`config.mk`:
```
export PLATFORM = sky130hd
export DESIGN_NAME = dom_gf2_xmulb_xor_sqsc
export DESIGN_NICKNAME = d
export VERILOG_FILES = /design/src/rtl/dom_gf2_xmulb_xor_sqsc_pkg.sv /design/src/rtl/dom_gf2_xmulb_xor_sqsc_cross.sv /design/src/rtl/dom_gf2_xmulb_xor_sqsc.sv
export SDC_FILE = /design/constraint.sdc
export NUM_CORES = 1
export LEC_CHECK = 0
export ABC_AREA = 0
export CAP_MARGIN = 25
export CORE_MARGIN = 2
export CORE_UTILIZATION = 43
export DETAILED_ROUTE_END_ITERATION = 10
export GPL_TIMING_DRIVEN = 0
export PLACE_DENSITY = 0.82
export SETUP_SLACK_MARGIN = 0.15
export SLEW_MARGIN = 10
export SYNTH_ARGS = -nofsm -noshare
export SYNTH_HDL_FRONTEND = slang
export SYNTH_SLANG_ARGS = --single-unit
```
`constraint.sdc`:
```
create_clock -name ClkxCI -period 0.81 [get_ports ClkxCI]
set_clock_uncertainty 0.1 [all_clocks]
set_input_delay 0.162 -clock ClkxCI [delete_from_list [all_inputs] [get_ports ClkxCI]]
set_output_delay 0.162 -clock ClkxCI [all_outputs]
set_load 0.01 [all_outputs]
```
`src/rtl/dom_gf2_xmulb_xor_sqsc_pkg.sv`:
```
// Shared GF(2^2) arithmetic (normal basis {W^2, W}) and share-pair helpers
// for the DOM X*Y ^ SqSc(X^B) gadget.
package dom_gf2_xmulb_xor_sqsc_pkg;

    localparam int GF2_W = 2;

    // bit1 is the coefficient of W, bit0 the coefficient of W^2
    function automatic logic [GF2_W-1:0] gf2_mul(input logic [GF2_W-1:0] a,
                                                 input logic [GF2_W-1:0] b);
        logic e;
        e = (a[1] ^ a[0]) & (b[1] ^ b[0]);
        return {(a[1] & b[1]) ^ e, (a[0] & b[0]) ^ e};
    endfunction

    function automatic logic [GF2_W-1:0] gf2_sqsc(input logic [GF2_W-1:0] a);
        return {a[1] ^ a[0], a[0]};
    endfunction

    // Lexicographic index of the unordered pair {i,j}, i != j
    function automatic int pair_index(input int i, input int j, input int shares);
        int lo;
        int hi;
        lo = (i < j) ? i : j;
        hi = (i < j) ? j : i;
        return lo * shares - (lo * (lo + 1)) / 2 + (hi - lo - 1);
    endfunction

endpackage

```
`src/rtl/dom_gf2_xmulb_xor_sqsc_cross.sv`:
```
// One registered DOM cross-domain product a*b ^ z; the register is the glitch
// barrier that must sit before any mixing with other domains.
module dom_cross_term_gf2
    import dom_gf2_xmulb_xor_sqsc_pkg::*;
(
    input  logic             clk,
    input  logic             rstN,
    input  logic [GF2_W-1:0] a,
    input  logic [GF2_W-1:0] b,
    input  logic [GF2_W-1:0] z,
    input  logic [GF2_W-1:0] fold,
    output logic [GF2_W-1:0] q
);

    // fold lets a same-domain term share this register (first-order variant)
    always_ff @(posedge clk or negedge rstN) begin
        if (!rstN) begin
            q <= '0;
        end else begin
            q <= gf2_mul(a, b) ^ z ^ fold;
        end
    end

endmodule

```
`src/rtl/dom_gf2_xmulb_xor_sqsc.sv`:
```
// Masked GF(2^2) gadget Q = X*Y ^ SqSc(X^B) with an arbitrary number of
// Boolean shares, DOM-style registered cross terms.
module dom_gf2_xmulb_xor_sqsc
    import dom_gf2_xmulb_xor_sqsc_pkg::*;
#(
    parameter int PIPELINED                = 1,
    parameter int FIRST_ORDER_OPTIMIZATION = 0,
    parameter int SHARES                   = 2
) (
    input  logic                         ClkxCI,
    input  logic                         RstxBI,
    input  logic [GF2_W*SHARES-1:0]      _XxDI,
    input  logic [GF2_W*SHARES-1:0]      _BxDI,
    input  logic [GF2_W*SHARES-1:0]      _YxDI,
    input  logic [SHARES*(SHARES-1)-1:0] _ZxDI,
    output logic [GF2_W*SHARES-1:0]      _QxDO
);

    for (genvar i = 0; i < SHARES; i++) begin : gShare
        logic [GF2_W-1:0] xShare;
        logic [GF2_W-1:0] innerTerm;
        logic [GF2_W-1:0] crossTerm [SHARES];
        logic [GF2_W-1:0] crossSum;

        assign xShare    = _XxDI[GF2_W*i +: GF2_W];
        assign innerTerm = gf2_mul(xShare, _YxDI[GF2_W*i +: GF2_W])
                         ^ gf2_sqsc(xShare ^ _BxDI[GF2_W*i +: GF2_W]);

        for (genvar j = 0; j < SHARES; j++) begin : gCross
            if (j != i) begin : gTerm
                dom_cross_term_gf2 uCross (
                    .clk  (ClkxCI),
                    .rstN (RstxBI),
                    .a    (xShare),
                    .b    (_YxDI[GF2_W*j +: GF2_W]),
                    .z    (_ZxDI[GF2_W*pair_index(i, j, SHARES) +: GF2_W]),
                    .fold ((FIRST_ORDER_OPTIMIZATION != 0) ? innerTerm : '0),
                    .q    (crossTerm[j])
                );
            end else begin : gDiag
                assign crossTerm[j] = '0;
            end
        end

        always_comb begin
            crossSum = '0;
            for (int k = 0; k < SHARES; k++) begin
                crossSum = crossSum ^ crossTerm[k];
            end
        end

        // With SHARES=2 folding, the inner term already lives in the cross register
        if (FIRST_ORDER_OPTIMIZATION != 0) begin : gFolded
            assign _QxDO[GF2_W*i +: GF2_W] = crossSum;
        end else if (PIPELINED != 0) begin : gPiped
            logic [GF2_W-1:0] innerReg;

            always_ff @(posedge ClkxCI or negedge RstxBI) begin
                if (!RstxBI) begin
                    innerReg <= '0;
                end else begin
                    innerReg <= innerTerm;
                end
            end

            assign _QxDO[GF2_W*i +: GF2_W] = crossSum ^ innerReg;
        end else begin : gComb
            assign _QxDO[GF2_W*i +: GF2_W] = crossSum ^ innerTerm;
        end
    end

endmodule

```
---- After elaboration in Yosys (flattened, before gate mapping) ----
Index checks and enable logic that the tools add are counted.
storage, ports and cells
  bits in registers ....................... 8
  input bits .............................. 16
operators by class
  bitwise gates (word level) .............. 34
operators by type and width
  cell         number
  $xor 2x2->2  8
  $xor 1x1->1  14
  $and 1x1->1  12

---- Depth between registers and ports, before layout ----
Gate-level depths: netlist (run 1).
  depth after elaboration ................. 4
  mapped depth ............................ 5

---- Hierarchy ----
Synthesis (run 1) repeated with hierarchy kept, for this count alone.
unflattened totals
  cell total of the unflattened synthesis .. 62
  area total of the unflattened synthesis .. 661.9 sq um
modules (own cells, without submodules)
  module                  times used  cells an instance  area an instance (sq um)
  dom_cross_term_gf2      2           14                 172.7
  dom_gf2_xmulb_xor_sqsc  1           34                 316.6

---- Least setup slack after synthesis (run 1) ----
No wires, ideal clock.
  path type ............................... input port to flip-flop
  start point ............................. input _YxDI[2]
  end point ............................... register gShare[0].gCross[1].gTerm.uCross.q[1]
  setup time .............................. 0.080 ns
  data arrival time ....................... 0.911 ns
  required time ........................... 0.630 ns
  setup slack ............................. -0.281 ns
  stages on the path ...................... 4
  path buffers ............................ 1
  cells stage by stage .................... buf_2 -> mux2_2 -> a22oi_2 -> xnor2_1
between the ends
  longest elaborated chain between the ends .. 4
ends and longest elaborated chain
  what                    line                                source
  start: declaration      dom_gf2_xmulb_xor_sqsc.sv:14        input logic [GF2_W*SHARES-1:0] _YxDI,
  $xor 1x1->1             dom_gf2_xmulb_xor_sqsc_pkg.sv:11    e = (a[1] ^ a[0]) & (b[1] ^ b[0]);
  $and 1x1->1             dom_gf2_xmulb_xor_sqsc_pkg.sv:11
  $xor 1x1->1             dom_gf2_xmulb_xor_sqsc_pkg.sv:12    return {(a[1] & b[1]) ^ e, (a[0] & b[0]) ^ e};
  $xor 2x2->2             dom_gf2_xmulb_xor_sqsc_cross.sv:20  q <= gf2_mul(a, b) ^ z ^ fold;
  end signal: assignment  dom_gf2_xmulb_xor_sqsc_cross.sv:20
  end: declaration        dom_gf2_xmulb_xor_sqsc_cross.sv:12  output logic [GF2_W-1:0] q
Every way passes these cells.

---- Final worst setup path (run 1) ----
  start point ............................. register gShare[1].gCross[0].gTerm.uCross.q[0]
  end point ............................... output _QxDO[2]
between the ends
  longest elaborated chain between the ends .. 1
ends and longest elaborated chain
  what                      line                                source
  start: declaration        dom_gf2_xmulb_xor_sqsc_cross.sv:12
  start signal: assignment  dom_gf2_xmulb_xor_sqsc_cross.sv:20
  $xor 2x2->2               dom_gf2_xmulb_xor_sqsc.sv:66        assign _QxDO[GF2_W*i +: GF2_W] = crossSum ^ innerReg;
  end: declaration          dom_gf2_xmulb_xor_sqsc.sv:16        output logic [GF2_W*SHARES-1:0] _QxDO
Every way passes these cells.

==> metrics.txt, run 1 <==
status finished with violations; failing checks setup timing; Clock Tree Buf Depth 2; TritonCTS Buffers 3; initial core utilization 46.15%; CTS root buf clkbuf_4; YS warnings 0; CTS tree yes; Internal 996.4 µW; Synthesized Nets 77; Core Box Area 1301 µm²; final setup vio count 10; crit path max fanout 1; routability cong. around 0.78; gr usage total 20.16%; Post-Place Setup Slack -0.8510 ns; Final ANT Viol Nets 0; post-detail-place hpwl 865.6 µm; HP Class input pin to async pin; routed vias around 560; post-synthesis sequential area ratio 33.33%; die width 41.37 µm; Synth top area share 33.33%; Port-buffer cells 15; clock power share 20.6%; routed len/inst 14.60 µm; post-synthesis cell type count 27; CTS H-Tree Depth 1; Final period util 149.0%; CP Cell Sequence xor2_2 > buf_2; first-pass GRT wire length 2145 µm; Net Sw Frac 29.67%; share of power burned in registers 36.1%; Setup crit end kind output port; fillers between 60 and 70; Slew HR 77.46%; Leak 0.5099 nW; Iter 0 DRT Violations 9; vias in the first global route between 400 and 500; cell count after synthesis between 60 and 70; Max VDD drop 0.6935 mV; Die Height about 41 µm; CP Class flip-flop to output port; vias per cell 5.174; total gr overflow 0; crit path launch type flip-flop; num ports 20; minimum clock period 1.207 ns; P&R area growth vs syn 83.75%; Nets 112; Final Hold Viols 0; Num Clock Sinks 8; P_sw 420.4 µW; max-cap viol count 0; DRC viols 0; Pins Over Slew Limit 0; Synth Cell Area 600.6 µm²; largest cells by area after synthesis dfrtp_1 (33%), xnor2_1 (12%), xor2_1 (12%); setup TNS -1.811 ns; CP max-delay cell dfrtp_1; die area around 1700 µm²; Rows 13; # diodes 0; antenna violations before repair 0; combinational power share a little over two fifths; largest net degree at the start of global routing 10; Routed WL approximately 1600 µm; CP peak stage delay just under 0.4 ns; worst path required time 0.55 ns; power per cell area 1284 nW/µm²; layout cell share with drive strength beyond 1 56.38%; Critical Path AT 0.94 ns; Least-Margin Pin Slew 0.3371 ns; final setup margin -0.3970 ns; RSZ-0062 raised after global routing yes; Fmax achieved 828.5 MHz; First-pass DRT Iterations 4; Clk pin slew, worst setup/hold paths around 0.050 ns; Avg Synthesized Cell Area between 9 and 10 µm²; Yosys top cell by area dfrtp_1; synthesized flop and latch total 8
[cells by family after synthesis]
logic type	count (synthesis)	share of synthesized area (%)
compound gates	14	17.71
flops	8	33.33
buf+inv	6	5.625
mux	4	6.875
xor+xnor	16	23.33
simple gates	13	13.12
[cell usage in the layout (no fill, tap or decap), drive strengths merged, types with 2 or more instances in the layout]
| cell | instances |
|---|---|
| clkdlybuf4s50 | 3 |
| dfrtp | 8 |
| nand2b | 2 |
| xor2 | 8 |
| a21oi | 4 |
| nand2 | 3 |
| nor2b | 3 |
| clkbuf | 5 |
| nor2 | 2 |
| mux2i | 3 |
| o22ai | 2 |
| inv | 2 |
| xnor2 | 8 |
| dlygate4sd2 | 4 |
| a22oi | 2 |
| buf | 25 |
[critical path: cells and delay by family, from the launching register on]
kind	cells	cell delay (ns)
xor gates and xnor gates	1	0.17
DFF	1	0.39
buffers and inverters	1	0.13
[metrics by stage]
step	power (mW)	instances	hold slack [ns]	util, %	instance area [µm²]
2_1_floorplan	0.8112	61	-0.2336	-	680.7
3_3_place_gp	1.035	91	0.3440	65.29	849.6
3_5_place_dp	1.048	91	0.3501	65.29	849.6
4_1_cts	1.358	105	0.08624	77.69	1011
5_1_grt	1.503	109	0.09667	84.81	1104
6_report	1.417	109	0.07895	84.81	1104
[path summary, 6_finish.rpt]
path / startpoint / end / slack (ns) / cells past startpoint
worst max-delay path: gShare[1].gCross[0].gTerm.uCross.q[0]$_DFF_PN0_ / _QxDO[2] / -0.40 / 2
worst min-delay path: RstxBI / gShare[0].gPiped.innerReg[0]$_DFF_PN0_ / 0.08 / 1
min in group ClkxCI: _XxDI[1] / gShare[0].gPiped.innerReg[0]$_DFF_PN0_ / 0.15 / 3
max in group asynchronous: RstxBI / gShare[0].gCross[1].gTerm.uCross.q[1]$_DFF_PN0_ / 0.28 / 1
[power by group through the flow]
stage,clock (mW),sequential [mW],combinational (mW)
CTS,0.298,0.513,0.547
global route,0.317,0.518,0.668
finish,0.292,0.511,0.613
detailed placement,0,0.520,0.528
floorplan,0,0.515,0.296
global placement,0,0.517,0.518
[registers in the layout, summed over array words and instances, names as in the netlist]
| signal | flops |
|---|---|
| gShare.gPiped.innerReg | 4 |
| gShare.gCross.gTerm.uCross.q | 4 |
[metal layers]
layer	part of all wire, %	up-vias	GRT usage [%]	wire (µm)
met1	37	267	22.22	589
met3	6.4	6	3.191	102
met5	0	-	0	0
li1	-	270	-	-
met2	54	21	37.11	852
met4	2.9	0	9.677	46
[layout make-up]
type	count	area (µm²)	area share (%)
Multi-Input combinational cell	47	489.2	44.33
Timing Repair Buffer	30	280.3	25.40
Sequential cell	8	200.2	18.14
Buffer	4	85.08	7.710
Clock buffer	3	22.52	2.041
Tap cell	15	18.77	1.701
Inverter	2	7.507	0.6803
[cell usage after synthesis]
library cell,instances
a22o_1,1
nor3_1,1
buf_2,2
o22ai_1,2
clkbuf_2,1
o21ai_0,1
a21oi_1,4
a22oi_1,1
nor2b_1,2
a21o_1,1
a221oi_2,1
nand2b_1,2
inv_1,2
and2b_1,1
a221o_1,1
xnor2_1,8
mux2_2,1
and3b_1,1
nor2b_4,1
a22oi_2,1
nand2_1,3
buf_6,1
a21boi_1,1
xor2_1,8
nor2_1,2
mux2i_1,3
dfrtp_1,8
[what timing repair did]
item / in CTS / in global routing
hold buffers: 0 / 0
gates resized for setup: 64 / 10
cloned: 0 / 1
endpoints found under the setup margin: 12 / 12
setup buffers: 11 / 3
pin swaps: 16 / 12
Power figures use the tool's default switching activity.
==> inputs of run 2 (changes only) <==
Settings changed: SKIP_LAST_GASP from default to 1.
==> metrics.txt, run 2 (synthesis results as in run 1) <==
status finished with violations; failing checks setup timing; Inst Count DP 91 (unchanged); num ports 20 (unchanged); Post-CTS Hold Buffers 0 (unchanged); Routed WL 1589 µm (-0.13%); initial core utilization 46.15% (unchanged); post-detail-place hpwl 865.6 µm (unchanged); die width 41.37 µm (unchanged); worst path required time 0.55 ns (about the same); Iter 0 DRT Violations 4 (-5); layout cell share with drive strength beyond 1 56.38% (unchanged); Reg area 200.2 µm² (unchanged); RSZ-0062 raised after global routing yes; Fmax achieved 830.4 MHz (+0.23%); max-cap viol count 0 (unchanged); Die Height 41.37 µm (unchanged); Pins Over Slew Limit 0 (unchanged); First-pass DRT Iterations 4 (unchanged); crit path launch type flip-flop; Final ANT Viol Nets 0 (unchanged); P&R area growth vs syn 82.92%; vias per cell 5.128 (-0.89%); Critical Path AT 0.94 ns (about the same); Rows 13 (unchanged); power per cell area 1285 nW/µm² (about the same); die area 1711 µm² (unchanged); CTS root buf clkbuf_4; TritonCTS Buffers 3 (unchanged); CTS tree yes; Leak 0.5079 nW (-0.39%); final setup vio count 10 (unchanged); largest net degree at the start of global routing 10 (unchanged); Post-Place Setup Slack -0.8510 ns (unchanged); Max VDD drop 0.6950 mV (+0.22%); final setup margin -0.3942 ns (+0.002824 ns); Critical Path Source gShare[1].gCross[0].gTerm.uCross.q[0]$_DFF_PN0_; Clock Tree Buf Depth 2 (unchanged); CTS H-Tree Depth 1 (unchanged); Power, Total 1.411 mW (-0.37%); vias in the first global route 495 (unchanged); HP Class input pin to async pin; most common cell after layout, fill and taps aside buf_4; routability cong. 0.7804 (unchanged); Final period util 148.7% (-0.35 points); total gr overflow 0 (unchanged); antenna violations before repair 0 (unchanged); Clk pin slew, worst setup/hold paths 0.05 ns (about the same); final std cells w/o fill 109 (unchanged); fillers 68 (-1.4%); Core Box Area 1301 µm² (unchanged); Port-buffer cells 15 (unchanged); gr usage total 20.16% (unchanged); crit path max fanout 1 (unchanged); Final Hold Viols 0 (unchanged); # diodes 0 (unchanged); DRC viols 0 (unchanged); Num Clock Sinks 8 (unchanged); Slew HR 77.55% (+0.092 points); area of the multi-input gates 489.2 µm² (unchanged); Least-Margin Pin Slew 0.3357 ns (-0.001377 ns); Setup crit end kind output port; routed vias 559 (-0.89%); largest registers gShare.gCross.gTerm.uCross.q (4), gShare.gPiped.innerReg (4); CP Class flip-flop to output port; first-pass GRT wire length 2145 µm (unchanged); most frequent cells in the layout buf_4 (13), dfrtp_1 (8), xnor2_1 (7); routed len/inst 14.58 µm (-0.13%); minimum clock period 1.204 ns (-0.002824 ns); Nets 112 (unchanged)
-- run 2: worst max path at each step --
stage	endpoint	slack (ns)	depth (start not counted)
2_1_floorplan	gShare[1].gCross[0].gTerm.uCross.q[1]$_DFF_PN0_	-0.24	4
3_3_place_gp	gShare[1].gCross[0].gTerm.uCross.q[1]$_DFF_PN0_	-0.84	4
3_5_place_dp	gShare[1].gCross[0].gTerm.uCross.q[1]$_DFF_PN0_	-0.85	4
4_1_cts	_QxDO[1]	-0.41	2
5_1_grt	_QxDO[3]	-0.43	2
6_report	_QxDO[2]	-0.39	2
-- run 2: final cells by class --
cell class	instances	area share, %
repair buffers	30	25.51
well taps	15	1.708
clock buffers	3	2.050
multi-input cells	47	44.53
plain buffers	4	7.289
flip-flops and latches	8	18.22
inverters	2	0.6834
-- run 2: per-stage QoR --
stage               instance area (µm²)  TNS, ns  util, %  hold WS (ns)
finish                             1099   -1.830    84.42       0.08078
global route                       1099   -2.137    84.42       0.09667
CTS                                1011   -1.730    77.69       0.08624
detailed placement                849.6   -8.301    65.29        0.3501
global placement                  849.6   -8.104    65.29        0.3440
floorplan                         680.7   -1.539        -       -0.2336
-- run 2: routing by layer --
layer  global-route usage, %  vias up  share of wire (%)
met5                       0        -                  0
met4                   9.677        0                2.9
met3                   3.191        6                5.0
met2                   37.11       17                 53
met1                   22.22      266                 38
li1                        -      270                  -
-- run 2: critical path, stage by stage (launching register included) --
cell	delay (ns)
dfrtp_1	0.39
xor2_2	0.17
buf_2	0.13
-- run 2: power by group --
| part | internal (mW) | switching [mW] |
|---|---|---|
| clock | 0.168 | 0.120 |
| sequential | 0.464 | 0.0475 |
| combinational | 0.361 | 0.250 |
| total | 0.993 | 0.418 |
-- run 2: timing repair --
item | in CTS | in global routing
setup endpoints to repair | 12 | 12
endpoints found under the hold margin | 0 | 0
resized for setup | 64 | 9
pin swaps | 16 | 12
setup buffers | 11 | 3
gates cloned | 0 | 1
==> inputs of run 3 (changes only) <==
Settings changed: CTS_CLUSTER_DIAMETER from default to 40.
==> results of run 3 <==
No change in the layout: final DEF, timing and power equal those of run 2.
==> variant (settings of run 1) <==
Make the reset (`RstxBI` and `rstN`) synchronous in 2 clocked blocks.
--- a/src/rtl/dom_gf2_xmulb_xor_sqsc_cross.sv
+++ b/src/rtl/dom_gf2_xmulb_xor_sqsc_cross.sv
@@ -15,3 +15,3 @@
     // fold lets a same-domain term share this register (first-order variant)
-    always_ff @(posedge clk or negedge rstN) begin
+    always_ff @(posedge clk) begin
         if (!rstN) begin
--- a/src/rtl/dom_gf2_xmulb_xor_sqsc.sv
+++ b/src/rtl/dom_gf2_xmulb_xor_sqsc.sv
@@ -57,3 +57,3 @@
 
-            always_ff @(posedge ClkxCI or negedge RstxBI) begin
+            always_ff @(posedge ClkxCI) begin
                 if (!RstxBI) begin
Check against the original RTL: differs if RstxBI is asserted again (counterexample within 4 cycles, from zero or initial values and one cycle with RstxBI low); with RstxBI held inactive, the same outputs for 10 cycles.
==> variant against run 1 <==
- the flow still finishes with violations (negative setup slack)
- clock power about the same
- total power down 5.8%
- sequential cell count unchanged
- worst setup slack better by 0.087 ns
- synthesized area up 16%
- final area up 7.5%
- maximum frequency up 7.8%
- synthesized cell count up 20%
- wire length up 5.3%
- sequential share of layout area down 3.8 points
- combinational power down 6.4%
- non-clock buffer count down 3
- critical path type unchanged
- critical endpoint is now _QxDO[1]
- largest power group unchanged
==> variant: results (changes against run 1) <==
Status
  • Outcome: finished with violations (unchanged)
  • Failing checks: negative setup slack (unchanged)

Power
  • Logic pwr share: 43.0% (was 43.3%)
  • Net Sw Frac: 28.0% (was 29.7%)
  • Peak supply drop: 1.36 mV (was 0.693 mV)
  • Leakage: 0.000543 uW (was 0.000510 uW)
  • Clock net power: 291 uW (was 292 uW)
  • Combinational gate power: 574 uW (was 613 uW)

Timing
  • Setup WS post-layout: -0.310 ns (was -0.397 ns)
  • Final setup viols: 12 (was 10)
  • Worst slew margin: 67.6% (was 77.5%)
  • Max Slew Vio Count: 0 (unchanged)
  • Setup TNS: -2.37 ns (was -1.81 ns)

Clock network
  • Post-cts sizing count: 55 (was 64)
  • Post-CTS Setup Repair Bufs: 8 (was 11)
  • H-tree depth: 1 (unchanged)
  • Root buf cell: clkbuf_4 (unchanged)
  • CTS max path bufs: 2 (unchanged)
  • TritonCTS Buffers: 3 (unchanged)

Yosys
  • Synth warn: 0 (unchanged)
  • Most used DFF post-synth: dfxtp_1 (was dfrtp_1)
  • Sequential area share after synthesis: 22.9% (was 33.3%)
  • Post-synth net total: 89 (was 77)
  • Asr flop ratio synth: 0% (was 100%)
  • Post-synthesis cell type count: 28 (was 27)
  • Largest cells by area after synthesis: dfxtp_1 23%, mux2i_1 13%, xor2_1 7.5%, a221oi_2 6.5%, nand2b_1 6.3% (was dfrtp_1 33%, xnor2_1 12%, xor2_1 12%, mux2i_1 5.0%, a21oi_1 3.3%)
  • Synth top cells by count: 9 x mux2i_1, 8 x dfxtp_1, 7 x nand2_1, 7 x nand2b_1, 6 x xor2_1 (was 8 x dfrtp_1, 8 x xnor2_1, 8 x xor2_1)
  • Mapped Cells: 73 (was 61)

Placement
  • Placed cells: 104 (was 91)
  • Cell Area, Placed: 996 um2 (was 850 um2)
  • Final HPWL DP: 1060 um (was 866 um)
  • Placer congestion estimate: 0.750 (was 0.780)
  • Pre-CTS WS: -0.968 ns (was -0.851 ns)

Setup path
  • Critical path endpoint: _QxDO[1] (was _QxDO[2])
  • Critical-path top delay cell: dfxtp_2 (was dfrtp_1)
  • Arrival time at the worst endpoint: 0.86 ns (was 0.94 ns)
  • Worst setup startpoint: gShare[0].gCross[1].gTerm.uCross.q[1]$_SDFF_PN0_ (was gShare[1].gCross[0].gTerm.uCross.q[0]$_DFF_PN0_)
  • Critical path's top delay family: flip-flops (unchanged)
  • Max stage delay on crit path: 0.32 ns (was 0.39 ns)
  • Worst-path fanout max: 1 (unchanged)

Global routing
  • Number of global-route vias before repair: 653 (was 495)
  • First-pass GRT wire length: 2670 um (was 2150 um)
  • Largest net degree at the start of global routing: 11 (was 10)
  • Overall Global Routing Usage: 19.2% (was 20.2%)

Worst hold path
  • Worst min-delay path class: input pin to flop (was input pin to async pin)

Route
  • DR vias: 643 (was 564)
  • DRT iter0 DRCs: 2 (was 9)
  • Routed WL: 1680 um (was 1590 um)

Layout
  • FILL cells: 108 (was 69)
  • Nets@finish: 119 (was 112)
  • Register Area: 170 um2 (was 200 um2)
  • Fin cells: 117 (was 109)
  • Layout cells sized above 1: 53.5% (was 56.4%)
  • ANT cells: 0 (unchanged)
[variant: cell types whose count changed in the layout (fill, tap and decap cells not counted), sizes merged, moves of 5 or more]
cell    change
dfrtp       -8
buf         -5
mux2i       +6
dfxtp       +8
nand2b      +5
xnor2       -8
[variant: metal layers]
layer  track usage [%]  part of all wire (%)
met1              19.1                    38
met2              35.0                    55
met3              8.16                   4.6
met4              7.27                   2.2
met5                 0                     0
[variant: worst min-delay path by stage]
stage               startpoint  slack, ns  depth (start not counted)                                 endpoint
finish                _BxDI[0]       0.13                          3  gShare[0].gPiped.innerReg[0]$_SDFF_PN0_
floorplan             _BxDI[0]       0.19                          2  gShare[0].gPiped.innerReg[0]$_SDFF_PN0_
detailed placement    _YxDI[3]       0.39                          3  gShare[1].gPiped.innerReg[1]$_SDFF_PN0_
global placement      _YxDI[3]       0.39                          3  gShare[1].gPiped.innerReg[1]$_SDFF_PN0_
global route          _YxDI[3]       0.14                          3  gShare[1].gPiped.innerReg[1]$_SDFF_PN0_
CTS                   _YxDI[3]       0.13                          3  gShare[1].gPiped.innerReg[1]$_SDFF_PN0_
[variant: logic make-up (layout without fill, tap and decap cells)]
| group | after synthesis | after routing | synth area share, % |
|---|---|---|---|
| flip-flops | 8 | 8 | 22.9 |
| multiplexers | 14 | 14 | 21.5 |
| AO/OA/AOI/OAI | 8 | 8 | 12.5 |
| buffers and inverters | 8 | 36 | 6.81 |
| AND/OR/NAND/NOR | 29 | 29 | 28.7 |
| XOR/XNOR | 6 | 6 | 7.53 |
[variant: final cells by class]
cell class / instances / area share, %
multi-input combinational: 57 / 51.2
timing repair buffer: 25 / 20.7
sequential: 8 / 14.3
buffer: 6 / 9.60
clock buffer: 3 / 1.90
tap: 16 / 1.69
inverter: 2 / 0.633
